===== src/rtl/mem_access.sv =====
// mem_access: memory stage between execute and writeback.
// Accepts one instruction at a time. ALU ops and halts write back on the
// next cycle. Loads and stores go out as one registered memory request
// that is held stable until acked, or until WAIT_MAX cycles pass, which
// ends it with a fault.
// Optional feature: define MISALIGN_CHECK_EN to reject misaligned halfword
// and word accesses with a fault, without issuing a memory request.
module mem_access #(
  parameter int WAIT_MAX = 16
) (
  input  logic        CLK,
  input  logic        RST_X,
  // Handshake: an instruction transfers on a rising CLK edge where both
  // in_valid and in_ready are high. in_ready is high only in IDLE. The
  // memory side holds mem_req and every mem_* output steady until the
  // first edge where mem_ack is sampled high.
  input  logic        in_valid,
  output logic        in_ready,
  input  logic        load,
  input  logic        store,
  input  logic        we_reg,
  input  logic        halt_in,
  input  logic [2:0]  funct3,
  input  logic [31:0] addr,
  input  logic [31:0] store_data,
  input  logic [31:0] alu_data,
  input  logic [4:0]  rd_in,
  output logic        mem_req,
  output logic        mem_we,
  output logic [31:0] mem_addr,
  output logic [31:0] mem_wdata,
  output logic [3:0]  mem_wstrb,
  input  logic        mem_ack,
  input  logic [31:0] mem_rdata,
  output logic        wb_valid,
  output logic        wb_we,
  output logic [4:0]  wb_rd,
  output logic [31:0] wb_data,
  output logic        halt_out,
  output logic        fault,
  output logic [1:0]  state_dbg
);

  localparam logic [1:0] IDLE   = 2'd0;
  localparam logic [1:0] ACCESS = 2'd1;
  localparam logic [1:0] HALTED = 2'd2;

  localparam logic [1:0] SZ_BYTE = 2'd0;
  localparam logic [1:0] SZ_HALF = 2'd1;
  localparam logic [1:0] SZ_WORD = 2'd2;

  localparam int CW = $clog2(WAIT_MAX + 1);
  localparam logic [CW-1:0] CNT_LAST = CW'(WAIT_MAX - 1);

  // Access size. Stores use only 000/001 as sub-word; loads treat the
  // unsigned variants (100/101) as sub-word as well.
  function automatic logic [1:0] size_of(input logic st, input logic [2:0] f3);
    if (st) begin
      if (f3 == 3'b000)      size_of = SZ_BYTE;
      else if (f3 == 3'b001) size_of = SZ_HALF;
      else                   size_of = SZ_WORD;
    end else begin
      if (f3[1:0] == 2'b00)      size_of = SZ_BYTE;
      else if (f3[1:0] == 2'b01) size_of = SZ_HALF;
      else                       size_of = SZ_WORD;
    end
  endfunction

  logic [1:0]    state;
  logic [CW-1:0] cnt;
  logic          r_store, r_we;
  logic [2:0]    r_funct3;
  logic [31:0]   r_addr, r_store_data;
  logic [4:0]    r_rd;

  logic [1:0]    r_size;
  logic [1:0]    lane_ofs;
  logic [3:0]    strb;
  logic [31:0]   shifted;
  logic [31:0]   load_data;
  logic          in_misalign;

`ifdef MISALIGN_CHECK_EN
  logic [1:0] in_size;
  assign in_size     = size_of(store, funct3);
  assign in_misalign = (load | store) &&
                       (((in_size == SZ_HALF) && addr[0]) ||
                        ((in_size == SZ_WORD) && (addr[1:0] != 2'b00)));
`else
  assign in_misalign = 1'b0;
`endif

  assign state_dbg = state;
  assign in_ready  = (state == IDLE) && RST_X;
  assign mem_req   = (state == ACCESS);
  assign mem_we    = mem_req & r_store;
  assign mem_addr  = {r_addr[31:2], 2'b00};
  assign mem_wstrb = mem_we ? strb : 4'b0000;

  // Lane selection, store replication and load extraction from the
  // registered instruction. Sub-word offsets drop the address bits that
  // do not apply to the access size.
  always_comb begin
    r_size   = size_of(r_store, r_funct3);
    lane_ofs = 2'b00;
    strb     = 4'b1111;
    mem_wdata = r_store_data;
    if (r_size == SZ_BYTE) begin
      lane_ofs  = r_addr[1:0];
      strb      = 4'b0001 << lane_ofs;
      mem_wdata = {4{r_store_data[7:0]}};
    end else if (r_size == SZ_HALF) begin
      lane_ofs  = {r_addr[1], 1'b0};
      strb      = 4'b0011 << lane_ofs;
      mem_wdata = {2{r_store_data[15:0]}};
    end
    shifted = mem_rdata >> {lane_ofs, 3'b000};
    case (r_funct3)
      3'b000:  load_data = {{24{shifted[7]}}, shifted[7:0]};
      3'b001:  load_data = {{16{shifted[15]}}, shifted[15:0]};
      3'b100:  load_data = {24'd0, shifted[7:0]};
      3'b101:  load_data = {16'd0, shifted[15:0]};
      default: load_data = shifted;
    endcase
  end

  // Instruction capture, state machine, wait counter and writeback pulse.
  always_ff @(posedge CLK or negedge RST_X) begin
    if (!RST_X) begin
      state        <= IDLE;
      cnt          <= '0;
      r_store      <= 1'b0;
      r_we         <= 1'b0;
      r_funct3     <= 3'd0;
      r_addr       <= 32'd0;
      r_store_data <= 32'd0;
      r_rd         <= 5'd0;
      wb_valid     <= 1'b0;
      wb_we        <= 1'b0;
      wb_rd        <= 5'd0;
      wb_data      <= 32'd0;
      halt_out     <= 1'b0;
      fault        <= 1'b0;
    end else begin
      wb_valid <= 1'b0;
      wb_we    <= 1'b0;
      halt_out <= 1'b0;
      fault    <= 1'b0;
      case (state)
        IDLE: begin
          if (in_valid) begin
            r_store      <= store;
            r_we         <= we_reg;
            r_funct3     <= funct3;
            r_addr       <= addr;
            r_store_data <= store_data;
            r_rd         <= rd_in;
            cnt          <= '0;
            wb_rd        <= rd_in;
            if (halt_in) begin
              wb_valid <= 1'b1;
              halt_out <= 1'b1;
              wb_data  <= alu_data;
              state    <= HALTED;
            end else if (load | store) begin
              if (in_misalign) begin
                wb_valid <= 1'b1;
                fault    <= 1'b1;
              end else begin
                state <= ACCESS;
              end
            end else begin
              wb_valid <= 1'b1;
              wb_we    <= we_reg;
              wb_data  <= alu_data;
            end
          end
        end
        ACCESS: begin
          if (mem_ack) begin
            // An ack on the last permitted cycle still completes normally.
            state    <= IDLE;
            cnt      <= '0;
            wb_valid <= 1'b1;
            wb_we    <= r_store ? 1'b0 : r_we;
            wb_data  <= r_store ? 32'd0 : load_data;
            wb_rd    <= r_rd;
          end else if (cnt == CNT_LAST) begin
            state    <= IDLE;
            cnt      <= '0;
            wb_valid <= 1'b1;
            fault    <= 1'b1;
            wb_rd    <= r_rd;
          end else begin
            cnt <= cnt + 1'b1;
          end
        end
        HALTED: state <= HALTED;
        default: state <= IDLE;
      endcase
    end
  end

endmodule


===== config.mk =====
export PLATFORM = sky130hd
export DESIGN_NAME = mem_access
export DESIGN_NICKNAME = d
export VERILOG_FILES = /design/src/rtl/mem_access.sv
export SDC_FILE = /design/constraint.sdc
export NUM_CORES = 1
export LEC_CHECK = 0
export CAP_MARGIN = 20
export CORE_MARGIN = 2
export CORE_UTILIZATION = 25
export CTS_BUF_LIST = sky130_fd_sc_hd__clkbuf_8
export CTS_CLUSTER_SIZE = 10
export DETAILED_ROUTE_END_ITERATION = 8
export PLACE_DENSITY = 0.58
export SLEW_MARGIN = 30
export SYNTH_ARGS = -nofsm -noshare
export SYNTH_HDL_FRONTEND = slang
export SYNTH_SLANG_ARGS = --single-unit

===== constraint.sdc =====
create_clock -name CLK -period 2.7 [get_ports CLK]
set_input_delay 0.54 -clock CLK [delete_from_list [all_inputs] [get_ports CLK]]
set_output_delay 0.54 -clock CLK [all_outputs]
set_load 0.02 [all_outputs]

**Yosys cells after proc, flatten, opt, wreduce, memory -nomap -nowiden**

Cells that the tools add are included.

- $add $sub $neg: 1
- $mul: 0
- Div/mod/pow operators: 0
- $lt $le $gt $ge: 0
- Equal/unequal tests: 13
- Shift operators: 3
- Mux-type cells: 50
- Bitwise logic cells: 2
- Reductions and logical operators: 11

Operators with widths:

| operator | count |
|---|---|
| two-way mux 32 bit | 7 |
| case mux 32 bit (4 select lines) | 1 |
| case mux 32 bit (2 select lines) | 1 |
| >> shifter 32 x 5 -> 32 bit | 1 |
| two-way mux 5 bit | 6 |
| two-way mux 2 bit | 12 |
| case mux 5 bit (2 select lines) | 2 |
| two-way mux 1 bit | 15 |
| two-way mux 4 bit | 3 |
| == test 2 x 1 -> 1 bit (second input constant) | 3 |
| == test 3 bit (second input constant) | 2 |
| zero test 2 bit | 3 |
| case mux 2 bit (3 select lines) | 1 |
| AND reduction 3 bit | 2 |
| adder 5 x 1 -> 5 bit (second input constant) | 1 |
| == test 5 x 4 -> 1 bit (second input constant) | 1 |
| case mux 1 bit (2 select lines) | 2 |
| AND reduction 2 bit | 2 |
| AND reduction 4 bit | 1 |
| left shift 1 x 2 -> 4 bit (first input constant) | 1 |
| left shift 2 x 2 -> 4 bit (first input constant) | 1 |
| == test 3 x 1 -> 1 bit (second input constant) | 1 |
| zero test 3 bit | 1 |
| != test 3 x 1 -> 1 bit (second input constant) | 1 |
| 9 further kinds | 9 |

- Register bits after elaboration: 122
- Bits in latches: 0
- Bits in writable memories: 0
- Memory bits (read-only): 0
- Output and inout port bits: 114
- Logic and storage cells: 94
- Memories: 0

**Logic depth before layout (Yosys ltp)**

- Word-level depth: 12
- Gate-level depth with buffers: 8
- Gate-level depth less buffers: 6

**Least setup slack after synthesis**

No wires, ideal clock.

- Path kind: register to output
- From: register state[1] (netlist: state_dbg[1])
- To: output mem_wstrb[0]
- Arrival: 1.736 ns
- Setup slack: 0.424 ns
- Cell stages (with the launch flop): 7
- Path buffers: 1
- Cells stage by stage: dfrtp_1 -> nand2b_1 -> buf_2 -> clkinv_1 -> nand2_1 -> inv_1 -> and3_2

- Word-level cells in the longest chain between the ends: 3

Ends and longest elaborated chain:

| element | line | source |
|---|---|---|
| start, declared | 69 | `logic [1:0] state;` |
| start signal, assigned | 130 | `state <= IDLE;` |
| start signal, assigned | 164 | `state <= HALTED;` |
| start signal, assigned | 170 | `state <= ACCESS;` |
| == test 2 x 1 -> 1 bit | 95 | `assign mem_req = (state == ACCESS);` |
| via mem_req | 28 | `output logic mem_req,` |
| AND 1 bit | 96 | `assign mem_we = mem_req & r_store;` |
| via mem_we | 29 | `output logic mem_we,` |
| two-way mux 4 bit | 98 | `assign mem_wstrb = mem_we ? strb : 4'b0000;` |
| end, declared | 32 | `output logic [3:0] mem_wstrb,` |

The timed path passes the listed nets, and every way through them passes these cells.

**Worst setup path in the final report**

- From: register r_store
- To: output mem_wdata[14]

- Word-level cells in the longest chain between the ends: 3

Ends and longest elaborated chain:

| element | line | source |
|---|---|---|
| start, declared | 71 | `logic r_store, r_we;` |
| start signal, assigned | 152 | `r_store <= store;` |
| two-way mux 2 bit | 58 | `if (st) begin` |
| zero test 2 bit | 108 | `if (r_size == SZ_BYTE) begin` |
| two-way mux 32 bit | 108 |  |
| end, declared | 31 | `output logic [31:0] mem_wdata,` |

Every way passes these cells.

==> run metrics <==
status=complete, no violations; CTS tree=built; dpl ws=240.1 ps; area growth from synthesis to layout=51.07%; Final Util=roughly two fifths; vias in the first global route=5898; total CTS buffers=17; All-Layer GR Usage=16.90%; Post-Synthesis Cells=711; first-pass GRT wire length=34.19 mm; worst hold path class=input pin to async pin; relative slew slack=about 54%; CP max FO=9; LEAKAGE=between 4 and 5 nW; die area=26290 µm²; Final Hold Fails=0; setup ws final=98.80 ps; Max Slew Vio Count=0; post-synth top area share=between 40% and 50%; CP required=2160 ps; Routability Congestion=roughly 0.83; fin cells=1265; layout cells sized above 1=11.81%; Clock Sink Count=122; sequential element share of the synthesized area=between 40% and 50%; port bufs=255; Core Rows=57; Crit Path Class=flip-flop to primary output; largest area contributor in the netlist=dfrtp_1; Syn Area/Cell=around 8.8 µm²; Placed Instances=1232; # H-tree levels=4; top cells by area, synth=dfrtp_1 (49%), nand2_1 (17%), buf_4 (4.8%); Routed WL per cell=~17 µm; core area=roughly 24000 µm²; Vias per Instance=4.581; initial antenna violation count=1; grt total ovfl=0; cts hold-fix bufs=0; post-synth cell types=48; Initial Utilization=25.56%; Achievable Freq=384.4 MHz; die height=162.1 µm; Worst EP arrival=2060 ps; maximum VDD drop=0.6500 mV; Syn. warnings=0; Worst Clk Skew=9.871 ps; final worst path period share=96.34%; Yosys reg bits=approximately 120; chip width=about 160 µm; dpl hpwl=15.58 mm; R2R cell count=7; Post-synth EDFFs=0; Critical R2R Capture=wb_data[13]$_DFFE_PN0P_; clk buf depth=2; Post-DRT Antenna Nets=0; Post-Syn Area=6252 µm²; Skew-Pair Late Insertion Delay=440 ps; pwr dens=1110 nW/µm²; clock slew at reported path FFs=80 ps; commonest register cell after synthesis=dfrtp_1; Max Cap Viol=0; Initial DRT Pass Iterations=5; Top Ports=258; Final Critical Period=between 2000 and 3000 ps; Setup TNS=0 ps; Routed WL=between 20 and 25 mm; R2R Setup Slk=450 ps; First DRT Iteration DRCs=around 390; final hold slack=199.2 ps; Setup violations, final=0; RSZ-0062 raised after global routing=false; Post-route DRC=0; crit path capture type=primary output; post-synthesis async set-or-reset flop share=100.0%; FF-to-FF Start=r_funct3[2]$_DFFE_PN0P_; Worst Tran Pin Value=696.6 ps; Nets=1072; CTS Root Buffer Type=clkbuf_8; Critical Path Start Type=flip-flop; largest net degree at the start of global routing=between 100 and 150; Vias=around 5800
worst max-delay path, stage by stage, from the launching register on:
cell	delay [ps]
dfrtp_2	470
a211oi_4	260
buf_6	210
mux2_2	360
dlygate4sd2_1	320
power breakdown:
part	internal [W]	switching, W	leakage, nW	total (W)
Sequential	0.00267	0.000621	1.49	0.00329
Combinational	0.00249	0.00286	2.53	0.00536
Clock	0.00104	0.000806	0.213	0.00184
cells by family after synthesis:
logic type / after synthesis / share of synthesized area, %
flip-flops: 122 / 48.83
buffers and inverters: 86 / 7.865
AO/OA/AOI/OAI: 75 / 8.825
AND/OR/NAND/NOR: 384 / 25.52
multiplexers: 42 / 8.705
other: 1 / 0.05998
adder cells (fa/ha/maj): 1 / 0.2001
state kept, by name, summed over array words and instances, names as in the netlist:
signal and count:
r_addr 32, r_store_data 32, wb_data 32, cnt 5, r_rd 5, wb_rd 5
r_funct3 3, state_dbg 2, fault 1, halt_out 1, r_store 1, r_we 1
wb_valid 1, wb_we 1
through the flow:
stage | instance area [µm²] | power (W)
global placement | 9024 | 0.008904
global route | 9443 | 0.01121
finish | 9445 | 0.01049
detailed placement | 9024 | 0.008937
CTS | 9438 | 0.01063
floorplan | 6256 | 0.006557
final cells by class:
cell class	count	area, µm²
Antenna cell	1	2.502
Clock inverter	10	138.9
Clock buffer	22	302.8
Multi-Input combinational cell	504	2733
Sequential cell	122	3055
Timing Repair Buffer	279	2796
Tap cell	324	405.4
Inverter	3	11.26
Fill cell	2466	15020
worst max path at each step:
stage | startpoint | to | slack, ps | depth (start not counted)
2_1_floorplan | state_dbg[1]$_DFFE_PN0P_ | mem_wstrb[0] | 420 | 6
3_3_place_gp | r_store$_DFFE_PN0P_ | mem_wdata[10] | 270 | 4
3_5_place_dp | halt_in | wb_data[21]$_DFFE_PN0P_ | 240 | 7
4_1_cts | r_store$_DFFE_PN0P_ | mem_wdata[11] | 60 | 4
5_1_grt | r_store$_DFFE_PN0P_ | mem_wdata[8] | 0.1 | 4
6_report | r_store$_DFFE_PN0P_ | mem_wdata[14] | 100 | 4
per-layer routing:
| metal | global-route usage [%] | part of all wire [%] | up-vias |
|---|---|---|---|
| met5 | 0 | 0 | - |
| met4 | 5.229 | 2.0 | 0 |
| met3 | 6.103 | 9.2 | 25 |
| met2 | 27.45 | 46 | 252 |
| met1 | 21.03 | 42 | 2756 |
| li1 | - | - | 2762 |
cells in the mapped netlist, types with 2 or more instances:
master / n
buf_4: 40
a2111oi_0: 7
nand4_1: 17
nand3_1: 18
nor2b_1: 4
buf_1: 9
nand2b_1: 9
a31oi_1: 6
buf_2: 9
a221oi_1: 2
and3_1: 2
inv_1: 2
o21ai_0: 18
nor2_1: 43
and2_1: 3
mux2i_1: 9
clkbuf_1: 24
mux2_2: 26
nor3_1: 3
or2_2: 2
o22ai_1: 9
mux4_2: 6
a221oi_2: 7
nand2_1: 276
dfrtp_1: 122
a21oi_1: 16
cells in the final DEF (no fill, tap or decap), types with 6 or more instances in the layout:
master / n
mux4_2: 6
mux2i_1: 9
nand3_1: 18
nand4_1: 17
nand2b_1: 8
buf_12: 7
a221oi_2: 6
nand2_1: 275
buf_4: 16
o21ai_0: 18
a2111oi_0: 7
a31oi_1: 6
o22ai_1: 9
clkdlybuf4s50_1: 226
dfrtp_1: 120
nor2_1: 43
dlygate4sd2_1: 25
a21oi_1: 15
mux2_2: 26
clkbuf_8: 22
repair_timing:
| item | in CTS | in global routing |
|---|---|---|
| setup buffers | 0 | 0 |
| gates resized for setup | 30 | 3 |
| cloned | 0 | 0 |
| setup endpoints to repair | 27 | 3 |
Note: power is estimated with default switching activity, not from simulation.
